--- config.mk ---
export PLATFORM = sky130hd
export DESIGN_NAME = branch_predictor_flat
export DESIGN_NICKNAME = d
export VERILOG_FILES = /design/src/rtl/branch_predictor_pkg.sv /design/src/rtl/branch_predictor_if.sv /design/src/rtl/branch_predictor_sat_counter.sv /design/src/rtl/branch_predictor.sv /design/src/flat_wrapper.sv
export SDC_FILE = /design/constraint.sdc
export NUM_CORES = 1
export LEC_CHECK = 0
export BUFFER_PORTS_ARGS = -buffer_cell sky130_fd_sc_hd__buf_2
export CAP_MARGIN = 15
export CORE_MARGIN = 2
export CORE_UTILIZATION = 46
export DETAILED_ROUTE_END_ITERATION = 8
export PLACE_DENSITY_LB_ADDON = 0.08
export SKIP_CTS_REPAIR_TIMING = 1
export SLEW_MARGIN = 5
export SYNTH_ARGS = -nofsm -noshare
export SYNTH_HDL_FRONTEND = slang
export SYNTH_SLANG_ARGS = --single-unit
--- constraint.sdc ---
create_clock -name clk -period 3.41 [get_ports clk]
set_input_delay 0.1705 -clock clk [delete_from_list [all_inputs] [get_ports clk]]
set_output_delay 0.1705 -clock clk [all_outputs]
set_load 0.01 [all_outputs]
--- src/rtl/branch_predictor_pkg.sv ---
// bp_pkg: shared widths, counter encodings and table entry layout for the branch predictor.
package bp_pkg;
    localparam int BP_PC_W    = 9;
    localparam int BP_ENTRIES = 16;
    localparam int BP_CNT_W   = 2;
    localparam int BP_STAT_W  = 16;
    localparam int BP_IDX_W   = $clog2(BP_ENTRIES);
    localparam int BP_TAG_W   = BP_PC_W - BP_IDX_W - 2;
    localparam logic [1:0] CNT_WEAK_NT  = 2'b01;
    localparam logic [1:0] CNT_WEAK_T   = 2'b10;
    localparam logic [1:0] CNT_STRONG_T = 2'b11;
    typedef struct packed {
        logic                valid;
        logic [BP_TAG_W-1:0] tag;
        logic [BP_PC_W-1:0]  target;
        logic [BP_CNT_W-1:0] cnt;
    } bp_entry_t;
endpackage

--- src/rtl/branch_predictor_if.sv ---
// branch_predictor_if: fetch lookup, EX training and statistics signals of the predictor.
interface branch_predictor_if #(parameter int PC_W = 9, parameter int STAT_W = 16);
    logic [PC_W-1:0]   lookup_pc;
    logic              pred_taken;
    logic [PC_W-1:0]   pred_target;
    logic              upd_en;
    logic [PC_W-1:0]   upd_pc;
    logic              upd_taken;
    logic              upd_uncond;
    logic [PC_W-1:0]   upd_target;
    logic              upd_mispredict;
    logic [STAT_W-1:0] stat_upd_cnt;
    logic [STAT_W-1:0] stat_mispred_cnt;
    modport master (
        output lookup_pc, upd_en, upd_pc, upd_taken, upd_uncond, upd_target, upd_mispredict,
        input  pred_taken, pred_target, stat_upd_cnt, stat_mispred_cnt
    );
    modport slave (
        input  lookup_pc, upd_en, upd_pc, upd_taken, upd_uncond, upd_target, upd_mispredict,
        output pred_taken, pred_target, stat_upd_cnt, stat_mispred_cnt
    );
endinterface

--- src/rtl/branch_predictor_sat_counter.sv ---
// bp_sat_counter: next-value logic for a W-bit saturating counter (set forces all-ones).
module bp_sat_counter #(parameter int W = 2) (
    input  logic [W-1:0] d,
    input  logic         inc,
    input  logic         dec,
    input  logic         set,
    output logic [W-1:0] q
);
    assign q = set ? '1 : (inc && !(&d)) ? d + W'(1) : (dec && (|d)) ? d - W'(1) : d;
endmodule

--- src/rtl/branch_predictor.sv ---
// branch_predictor: direct-mapped BTB + 2-bit BHT, zero-latency lookup, one EX update per cycle.
module branch_predictor
    import bp_pkg::*;
#(
    parameter int PC_W    = BP_PC_W,
    parameter int ENTRIES = BP_ENTRIES,
    parameter int CNT_W   = BP_CNT_W,
    parameter int STAT_W  = BP_STAT_W
) (
    input logic clk,
    input logic reset,
    branch_predictor_if.slave bus
);
    localparam int IDX_W = $clog2(ENTRIES);
    localparam int TAG_W = PC_W - IDX_W - 2;
    localparam logic [CNT_W-1:0] WEAK_NT = {1'b0, {(CNT_W-1){1'b1}}};
    localparam logic [CNT_W-1:0] WEAK_T  = {1'b1, {(CNT_W-1){1'b0}}};
    typedef struct packed {
        logic             valid;
        logic [TAG_W-1:0] tag;
        logic [PC_W-1:0]  target;
        logic [CNT_W-1:0] cnt;
    } entry_t;
    entry_t            table_q [ENTRIES];
    logic [IDX_W-1:0]  l_idx, u_idx;
    logic [TAG_W-1:0]  l_tag, u_tag;
    entry_t            l_e, u_e, w_e;
    logic              l_hit, u_hit, u_take, wr;
    logic [CNT_W-1:0]  u_cnt;
    logic [STAT_W-1:0] upd_q, mis_q, upd_d, mis_d;
    logic              unused_bits;
    assign unused_bits = ^{bus.lookup_pc[1:0], bus.upd_pc[1:0]};
    assign l_idx = bus.lookup_pc[IDX_W+1:2];
    assign l_tag = bus.lookup_pc[PC_W-1:IDX_W+2];
    assign u_idx = bus.upd_pc[IDX_W+1:2];
    assign u_tag = bus.upd_pc[PC_W-1:IDX_W+2];
    assign l_e   = table_q[l_idx];
    assign u_e   = table_q[u_idx];
    assign l_hit = l_e.valid && l_e.tag == l_tag;
    assign u_hit = u_e.valid && u_e.tag == u_tag;
    // prediction is forced off while reset is held so the stale table never leaks out
    assign bus.pred_taken  = !reset && l_hit && l_e.cnt[CNT_W-1];
    assign bus.pred_target = bus.pred_taken ? l_e.target : bus.lookup_pc + PC_W'(4);
    assign u_take = bus.upd_taken || bus.upd_uncond;
    assign wr     = bus.upd_en && (u_hit || u_take);
    bp_sat_counter #(.W(CNT_W)) u_bht (
        .d(u_e.cnt), .inc(bus.upd_taken), .dec(!bus.upd_taken), .set(bus.upd_uncond), .q(u_cnt)
    );
    always_comb begin
        w_e.valid  = 1'b1;
        w_e.tag    = u_tag;
        w_e.target = u_take ? bus.upd_target : u_e.target;
        w_e.cnt    = u_hit ? u_cnt : bus.upd_uncond ? '1 : WEAK_T;
    end
    always_ff @(posedge clk) begin
        if (reset) begin
            for (int i = 0; i < ENTRIES; i++) begin
                table_q[i].valid <= 1'b0;
                table_q[i].cnt   <= WEAK_NT;
            end
        end else if (wr) begin
            table_q[u_idx] <= w_e;
        end
    end
    bp_sat_counter #(.W(STAT_W)) u_stat_upd (
        .d(upd_q), .inc(bus.upd_en), .dec(1'b0), .set(1'b0), .q(upd_d)
    );
    bp_sat_counter #(.W(STAT_W)) u_stat_mis (
        .d(mis_q), .inc(bus.upd_en && bus.upd_mispredict), .dec(1'b0), .set(1'b0), .q(mis_d)
    );
    always_ff @(posedge clk) begin
        if (reset) begin
            upd_q <= '0;
            mis_q <= '0;
        end else begin
            upd_q <= upd_d;
            mis_q <= mis_d;
        end
    end
    assign bus.stat_upd_cnt     = upd_q;
    assign bus.stat_mispred_cnt = mis_q;
endmodule

--- src/flat_wrapper.sv ---
// flat-port wrapper written by rule: the top's interface ports become plain ports
module branch_predictor_flat import bp_pkg::*;
#(
    parameter int PC_W    = BP_PC_W,
    parameter int ENTRIES = BP_ENTRIES,
    parameter int CNT_W   = BP_CNT_W,
    parameter int STAT_W  = BP_STAT_W
)
  (clk, reset, bus_lookup_pc, bus_upd_en, bus_upd_pc, bus_upd_taken, bus_upd_uncond, bus_upd_target, bus_upd_mispredict, bus_pred_taken, bus_pred_target, bus_stat_upd_cnt, bus_stat_mispred_cnt);
  branch_predictor_if #(.PC_W(PC_W), .STAT_W(STAT_W)) bus_i ();
  input logic clk;
  input logic reset;
  input wire logic [$bits(bus_i.lookup_pc)-1:0] bus_lookup_pc;
  input wire logic [$bits(bus_i.upd_en)-1:0] bus_upd_en;
  input wire logic [$bits(bus_i.upd_pc)-1:0] bus_upd_pc;
  input wire logic [$bits(bus_i.upd_taken)-1:0] bus_upd_taken;
  input wire logic [$bits(bus_i.upd_uncond)-1:0] bus_upd_uncond;
  input wire logic [$bits(bus_i.upd_target)-1:0] bus_upd_target;
  input wire logic [$bits(bus_i.upd_mispredict)-1:0] bus_upd_mispredict;
  output wire logic [$bits(bus_i.pred_taken)-1:0] bus_pred_taken;
  output wire logic [$bits(bus_i.pred_target)-1:0] bus_pred_target;
  output wire logic [$bits(bus_i.stat_upd_cnt)-1:0] bus_stat_upd_cnt;
  output wire logic [$bits(bus_i.stat_mispred_cnt)-1:0] bus_stat_mispred_cnt;
  assign bus_i.lookup_pc = bus_lookup_pc;
  assign bus_i.upd_en = bus_upd_en;
  assign bus_i.upd_pc = bus_upd_pc;
  assign bus_i.upd_taken = bus_upd_taken;
  assign bus_i.upd_uncond = bus_upd_uncond;
  assign bus_i.upd_target = bus_upd_target;
  assign bus_i.upd_mispredict = bus_upd_mispredict;
  assign bus_pred_taken = bus_i.pred_taken;
  assign bus_pred_target = bus_i.pred_target;
  assign bus_stat_upd_cnt = bus_i.stat_upd_cnt;
  assign bus_stat_mispred_cnt = bus_i.stat_mispred_cnt;
  branch_predictor #(.PC_W(PC_W), .ENTRIES(ENTRIES), .CNT_W(CNT_W), .STAT_W(STAT_W)) u_core (.clk(clk), .reset(reset), .bus(bus_i));
endmodule
======== After elaboration in Yosys (flattened, before gate mapping) ========
Memory sizes are Yosys's and may differ from the RTL's.
Index checks and enable logic that the tools add are counted.
storage, ports and cells
  flip-flop bits (word level) ............. 32
  bits in writable memories ............... 240
  input bits .............................. 33
  output and inout port bits .............. 42
  word-level logic and storage cells ...... 47
  memories ................................ 1
operators by class
  add/subtract/negate cells ............... 5
  equal/unequal tests ..................... 2
  multiplexer cells ....................... 15
  reduce and logical (&&, ||, !) cells .... 22
memory list
  memory          words  bits a word  rd ports  clocked after Yosys merged registers in  wr ports  line                    text
  u_core.table_q  16     15           2         0                                        16        branch_predictor.sv:24  entry_t table_q [ENTRIES];
operator list
  operator                                          count
  adder 16 x 1 -> 16 bit, second input constant     2
  AND reduction 16 bit                              2
  two-way mux 9 bit                                 2
  two-way mux 15 bit                                1
  OR reduction 15 bit                               1
  logical AND 1 bit                                 10
  two-way mux 2 bit                                 5
  adder 9 x 3 -> 9 bit, second input constant       1
  == test 3 bit                                     2
  two-way mux 1 bit                                 6
  logical NOT 1 bit                                 5
  two-way mux 4 bit                                 1
  adder 2 x 1 -> 2 bit, second input constant       1
  logical OR 1 bit                                  2
  AND reduction 2 bit                               1
  OR reduction 2 bit                                1
  subtractor 2 x 1 -> 2 bit, second input constant  1

======== Logic depth before layout (Yosys ltp) ========
Gate-level depths: netlist of the first run.
An unclocked memory read counts as a cell.
  depth after elaboration ................. 10
  mapped depth ............................ 14
  gate-level depth less buffers ........... 10

======== By module ========
From an unflattened synthesis of the first run, not the netlist that was laid out.
second synthesis, totals
  cells, all modules ...................... 1058
  area total of the unflattened synthesis .. 14840.5 µm²
modules (own cells, without submodules)
  module                                  times used  cells an instance  area each (µm²)  seq. area each (µm²)
  branch_predictor                        1           705                12534.5          7687.4
  bp_sat_counter (u_core.u_stat_mis ...)  2           170                1103.6           0.0
  bp_sat_counter (u_core.u_bht)           1           13                 98.8             0.0

======== Worst setup path after synthesis of the first run ========
No wires, ideal clock.
  path type ............................... input to register
  start point ............................. in bus_upd_pc[2]
  end point ............................... mem u_core.table_q[10][1] (netlist name) (data pin)
  library setup time ...................... 0.260 ns
  arrival time ............................ 2.964 ns
  data required time ...................... 3.150 ns
  slack ................................... 0.187 ns
  stages .................................. 12
  path buffers ............................ 3
  cell sequence ........................... buf_2 -> buf_2 -> mux4_2 -> mux4_2 -> inv_1 -> ha_1 -> nor2b_1 -> nor3b_1 -> a22oi_1 -> nor4_2 -> buf_2 -> nor3_1
RTL lines
  what                line                    text
  start: declaration  flat_wrapper.sv:15      input wire logic [$bits(bus_i.upd_pc)-1:0] bus_upd_pc;
  end: declaration    branch_predictor.sv:24

==> results of run 1 <==
[through the flow]
step	TNS [ns]	power, mW	cells	hold WS [ns]
finish	-0.870	7.58	1341	0.0163
global route	-2.02	7.84	1341	0.0238
CTS	-2.61	7.63	1337	-0.00804
detailed placement	0	4.36	1282	0.467
global placement	0	4.34	1282	0.465
floorplan	0	4.15	833	0.269
[worst min-delay path, cell delays in order]
cell	delay, ns
buf_2	0.15
a21oi_1	0.14
nor2_1	0.06
[where the power goes]
part / switching (mW) / internal, mW
sequential: 0.0175 / 3.65
clock: 1.29 / 1.99
combinational: 0.347 / 0.295
[metal layers]
| layer | vias to the layer above | GRT usage (%) | wire, um |
|---|---|---|---|
| met5 | - | 0 | 0 |
| met4 | 0 | 6.04 | 840 |
| met3 | 51 | 3.44 | 2270 |
| met2 | 302 | 38.9 | 16800 |
| met1 | 4164 | 29.2 | 13000 |
| li1 | 3568 | - | - |
[kinds of logic after synthesis]
| logic type | share of synthesized area (%) |
|---|---|
| muxes | 24.5 |
| DFF | 58.2 |
| adders and majority gates | 0.473 |
| xor gates and xnor gates | 2.39 |
| and+or+nand+nor | 7.73 |
| buffers and inverters | 2.86 |
| AOI/OAI and AO/OA | 3.91 |
[cell type report]
| type | count | area (um2) |
|---|---|---|
| clock buffers | 35 | 769 |
| clock inverters | 20 | 236 |
| fillers | 2287 | 12900 |
| inverters | 27 | 101 |
| multi-input cells | 473 | 5210 |
| flip-flops and latches | 272 | 7690 |
| well taps | 384 | 480 |
| repair buffers | 130 | 1050 |
[sequential cells by signal, indices dropped and copies added (netlist names)]
signal,count
u_core.bus.stat_upd_cnt,16
u_core.bus.stat_mispred_cnt,16
u_core.table_q,240
[Yosys cell counts, types with 24 or more instances]
master / count / area share (%)
buf_2: 26 / 0.98
nand2_1: 33 / 0.94
clkbuf_1: 24 / 0.68
xnor2_1: 24 / 1.6
dfxtp_1: 48 / 7.3
nor2_1: 50 / 1.4
mux4_2: 130 / 22
nand3_1: 28 / 1.1
inv_1: 27 / 0.77
edfxtp_1: 224 / 51
nor3_1: 25 / 0.95
[worst max-delay path by stage]
| stage | end | slack, ns | cells after the start | start |
|---|---|---|---|---|
| floorplan | u_core.table_q[10][1] | 0.19 | 12 | bus_upd_pc[2] |
| global placement | u_core.table_q[8][6] | 0.20 | 9 | bus_upd_pc[3] |
| detailed placement | u_core.table_q[3][8] | 0.15 | 9 | bus_upd_pc[3] |
| CTS | bus_pred_target[5] | -0.33 | 8 | u_core.table_q[3][12] |
| global route | bus_pred_target[4] | -0.23 | 8 | u_core.table_q[5][12] |
| finish | bus_pred_target[5] | -0.10 | 8 | u_core.table_q[4][12] |
==> metrics.cfg, run 1 <==
[synth]
async_reset_ff_share_pct = 0
syn_inst = 833
ys_types = 55
synth_edf_count = 224
postSynthAreaPerCell_um2 = 15.9
ys_seq_area_share_pct = 58.2
synth.cell_area_um2 = 13200
ys_warn_count = 0
ys.flop_type = edfxtp_1
ys_seq_elements = 272
syn_nets = 871

[layout]
syn_to_final_growth_pct = 17.5
fin_area_um2 = 15500
layout_common_cells = 224 x edfxtp_1, 130 x mux4_2, 64 x buf_2
diodes = 0
utilization_pct = 54.5
drive_gt1_share_pct = 34.8
num-nets-final = 972
mostFrequentLayoutCell = edfxtp_1

[clocking]
clk_pin_slew_worst_paths_ns = 0.06
clk_path_buf_depth = 3
htree_levels = 1
cts_buffers = 30
cts_tree = built
root_buffer = clkbuf_16
cts_sinks = 272
clk_latency_ns = 0.56

[detailed_routing]
post_drt_wl_per_cell_um = 24.5
vias = 8085
wl_mm = 32.9
first_iter_violations = 649
drc = 0
ant_nets = 0
dr.pass1.iters = 5
drt-vias-per-instance = 6.03

[worst_setup_path]
cp_slowest_cell = mux4_2
crit_type = reg -> out
r2r-start = u_core.table_q[13][12]
worstPathArrival_ns = 3.34
cp-start-kind = flop
critPathRequiredTime_ns = 3.24
crit_chain = mux4_2 > mux4_2 > xnor2_4 > o2111ai_4 > nor3_4 > buf_6 > mux2_4 > buf_6
cp-end-kind = output port
r2r_slack_ns = 0.47
slowest_delay_ns = 0.55
reg2reg_depth = 9
r2r-end = u_core.table_q[3][11]
crit_buf_inv = 2
crit_fanout = 8
crit_family = multiplexers

[timing]
rsz0062_at_grt = yes
fin_ws_ns = -0.105
finalCritPeriodShare_pct = 103
min_period_ns = 3.51
slew_viol_final = 0
slew-limit-headroom_pct = 33.3
worstMarginPinSlew_ns = 0.984
hold_viol = 0
fmax_mhz = 285
finalSetupViolCount = 9
finClkSkew_ns = 0.0159

[worst_hold_path]
hold_end = u_core.bus.stat_upd_cnt[12]
hold_path_class = in -> reg
hold_depth = 3
worstHoldStart = bus_upd_en

[floorplanning]
fp-row-count = 62
start_util_pct = 46.4
io_pins = 75
core-area_um2 = 28500
fp.dieW_um = 173
die_h_um = 173
die_area_um2 = 30100

[power]
cellLeakagePower_nw = 5.09
power_density_nw_per_um2 = 488
vdd_ir_drop_max_uv = 377

[global_routing]
antenna_found_initial = 0
grt.total_usage_pct = 22.3
overflow = 0
grt_max_degree = 66
grt_pass1_vias = 8386
grt_pass1_wl_mm = 50.4

[outcome]
outcome = finished with violations
violations = setup timing

[place]
port_buffers = 72
dp_hpwl_mm = 21.2
gp_congestion = 0.847
postPlaceCellArea_um2 = 14400
post-place-ws_ns = 0.154

[run]
cap_violations = 0

Power figures use the tool's default switching activity.
==> inputs of run 2 (changes only) <==
--- a/config.mk
+++ b/config.mk
@@ -5,12 +5,13 @@
 export SDC_FILE = /design/constraint.sdc
 export NUM_CORES = 1
 export LEC_CHECK = 0
+export ABC_AREA = 1
 export BUFFER_PORTS_ARGS = -buffer_cell sky130_fd_sc_hd__buf_2
 export CAP_MARGIN = 15
 export CORE_MARGIN = 2
 export CORE_UTILIZATION = 46
 export DETAILED_ROUTE_END_ITERATION = 8
-export PLACE_DENSITY_LB_ADDON = 0.08
+export PLACE_DENSITY = 0.65
 export SKIP_CTS_REPAIR_TIMING = 1
 export SLEW_MARGIN = 5
 export SYNTH_ARGS = -nofsm -noshare
==> metrics.cfg, run 2 <==
[worst_setup_path]
crit_buf_inv = 1  ; -1
crit_fanout = 10  ; +2
r2r_slack_ns = 0.83  ; +0.36 ns
cp-end-kind = output port
worstPathArrival_ns = 2.71  ; -0.63 ns
cp-start-kind = flop
critPathRequiredTime_ns = 3.24  ; about the same
path_depth = 13  ; +5
r2r-end = u_core.table_q[4][0]
cp_slowest_cell = edfxtp_1
path_common_cell = nand2_1
crit_type = reg -> out
cp-startpoint = u_core.table_q[0][11]
reg2reg_depth = 15  ; +6
crit_chain = nor2_1 > nor2_1 > o21ai_1 > o21ai_0 > o211ai_1 > nand2_1 > nand2_1 > nand2_1 > nor2_2 > nand2_1 > nand2_1 > nand2_1 > buf_2
r2r-start = u_core.table_q[8][0]
crit_family = simple AND/OR/NAND/NOR gates
slowest_delay_ns = 0.39  ; -0.16 ns
crit_end = bus_pred_target[8]

[global_routing]
grt_pass1_vias = 11300  ; +35%
antenna_found_initial = 0  ; unchanged
grt_max_degree = 74  ; +12%
overflow = 0  ; unchanged
grt.total_usage_pct = 26.3  ; +4.0 points
grt_pass1_wl_mm = 62.3  ; +24%

[layout]
regMostFlops = u_core.table_q
layout_common_cells = 346 x nand2_1, 224 x edfxtp_1, 190 x nor2_1
mostFrequentLayoutCell = nand2_1
num-nets-final = 1608  ; +65%
largest_reg_flops = 240  ; unchanged
diodes = 0  ; unchanged
fin_area_um2 = 15500  ; -0.17%
drive_gt1_share_pct = 13.9  ; -21 points
syn_to_final_growth_pct = 15.5

[clocking]
cts_buffers = 29  ; -3.3%
clk_pin_slew_worst_paths_ns = 0.06  ; about the same
root_buffer = clkbuf_16
clk_latency_ns = 0.55  ; about the same
cts_tree = built
clk_path_buf_depth = 3  ; unchanged
htree_levels = 1  ; unchanged
cts_sinks = 272  ; unchanged

[synth]
postSynthAreaPerCell_um2 = 9.12  ; -42%
syn_nets = 1510  ; +73%
synth.most_common_cell = nand2_1
yosys.area.top_type_share_pct = 50.1  ; -0.81 points
synth.cell_area_um2 = 13400  ; +1.6%
ys_types = 39  ; -29%
synth_top_area_cell = edfxtp_1
netlist_top_cells_area = edfxtp_1 50%, nand2_1 9.7%, dfxtp_1 7.2%
ys_warn_count = 0  ; unchanged
async_reset_ff_share_pct = 0  ; unchanged
synth_edf_count = 224  ; unchanged
ys_seq_area_share_pct = 57.3  ; -0.93 points
synthTopCellsByCount = 346 x nand2_1, 224 x edfxtp_1, 191 x nor2_1
ys_seq_elements = 272  ; unchanged
ys.flop_type = edfxtp_1
syn_inst = 1472  ; +77%

[floorplanning]
core-area_um2 = 28700  ; +0.82%
io_pins = 75  ; unchanged
start_util_pct = 46.8  ; +0.37 points
die_h_um = 175  ; +0.79%
die_area_um2 = 30600  ; +1.6%
fp-row-count = 62  ; unchanged
fp.dieW_um = 175  ; +0.79%

[timing]
min_period_ns = 2.88  ; -0.631 ns
finalSetupViolCount = 0  ; -9
finalCritPeriodShare_pct = 84.6  ; -18 points
hold_viol = 0  ; unchanged
finalSetupTns_ns = 0  ; +0.870 ns
worstMarginPinSlew_ns = 0.733  ; -0.251 ns
fmax_mhz = 347  ; +22%
rsz0062_at_grt = no
finClkSkew_ns = 0.0160  ; +0.0000446 ns
slew_viol_final = 0  ; unchanged
slew-limit-headroom_pct = 51.1  ; +18 points

[power]
power_density_nw_per_um2 = 491  ; +0.62%
cellLeakagePower_nw = 5.86  ; +15%
vdd_ir_drop_max_uv = 415  ; +10%

[detailed_routing]
dr.pass1.iters = 8  ; +3
first_iter_violations = 1472  ; +130%
ant_nets = 0  ; unchanged
post_drt_wl_per_cell_um = 20.7  ; -16%
vias = 11600  ; +44%
drc = 0  ; unchanged
wl_mm = 40.9  ; +24%
drt-vias-per-instance = 5.89  ; -2.3%

[place]
postPlaceCellArea_um2 = 14500  ; +1.0%
dp_hpwl_mm = 26.2  ; +23%
gp_congestion = 0.906  ; +7.0%
port_buffers = 72  ; unchanged

[run]
cap_violations = 0  ; unchanged

[outcome]
outcome = finished clean

[worst_hold_path]
hold_path_class = in -> reg

[run 2: logic make-up after synthesis]
kind of cell / after synthesis / share of synthesized area (%)
buf+inv: 178 / 5.60
fa+ha+maj: 5 / 0.466
simple gates: 666 / 20.6
xor+xnor: 6 / 0.391
compound gates: 345 / 15.7
flops: 272 / 57.3
[run 2: per-stage QoR]
step	std cells	power, mW	setup slack, ns	hold slack [ns]	utilization (%)
global placement	1923	4.44	0.452	0.454	50.6
global route	1976	7.86	0.374	0.0416	54.0
floorplan	1472	4.18	1.07	0.269	-
detailed placement	1923	4.46	0.387	0.451	50.6
finish	1976	7.62	0.526	0.0343	54.0
CTS	1976	7.64	0.556	0.0125	54.0
[run 2: worst min-delay path by stage]
| stage | startpoint | depth (start not counted) | slack, ns | end |
|---|---|---|---|---|
| after detailed placement | u_core.bus.stat_mispred_cnt[4] | 2 | 0.45 | u_core.bus.stat_mispred_cnt[4] |
| after CTS | bus_upd_pc[8] | 1 | 0.01 | u_core.table_q[14][13] |
| after global placement | u_core.bus.stat_mispred_cnt[4] | 2 | 0.45 | u_core.bus.stat_mispred_cnt[4] |
| after floorplan | bus_upd_pc[6] | 0 | 0.27 | u_core.table_q[0][11] |
| final | bus_upd_pc[6] | 1 | 0.03 | u_core.table_q[1][11] |
| after global routing | bus_upd_pc[8] | 1 | 0.04 | u_core.table_q[3][13] |
[run 2: power by group]
part / switching (mW) / internal (mW)
sequential: 0.0190 / 3.65
clock: 1.30 / 1.91
combinational: 0.524 / 0.215
[run 2: area by class of cell]
type	instances	area (um2)
clock buffer	35	778
sequential	272	7690
multi-input combinational	1022	5000
timing repair buffer	146	991
clock inverter	18	189
fill	2564	13200
tap	384	480
inverter	99	372
[run 2: worst reg2reg max path: stages (launching register included)]
cell and delay [ns]:
edfxtp_1 0.38, a22oi_1 0.19, nand2_1 0.09, nand2_1 0.07, nand2_1 0.08, nor2_1 0.28, inv_1 0.12, ha_1 0.22
nor2_1 0.18, nor2_1 0.09, nand2_1 0.07, nand2_1 0.05, nand3_1 0.06, nand2_1 0.06, inv_2 0.28, nand2_1 0.12
[run 2: metal layers]
metal / up-vias / part of all wire, % / GRT usage (%)
li1: 5344 / - / -
met1: 5535 / 40 / 35.9
met2: 648 / 47 / 42.6
met3: 113 / 9.8 / 4.09
met4: 0 / 3.2 / 9.72
met5: - / 0 / 0
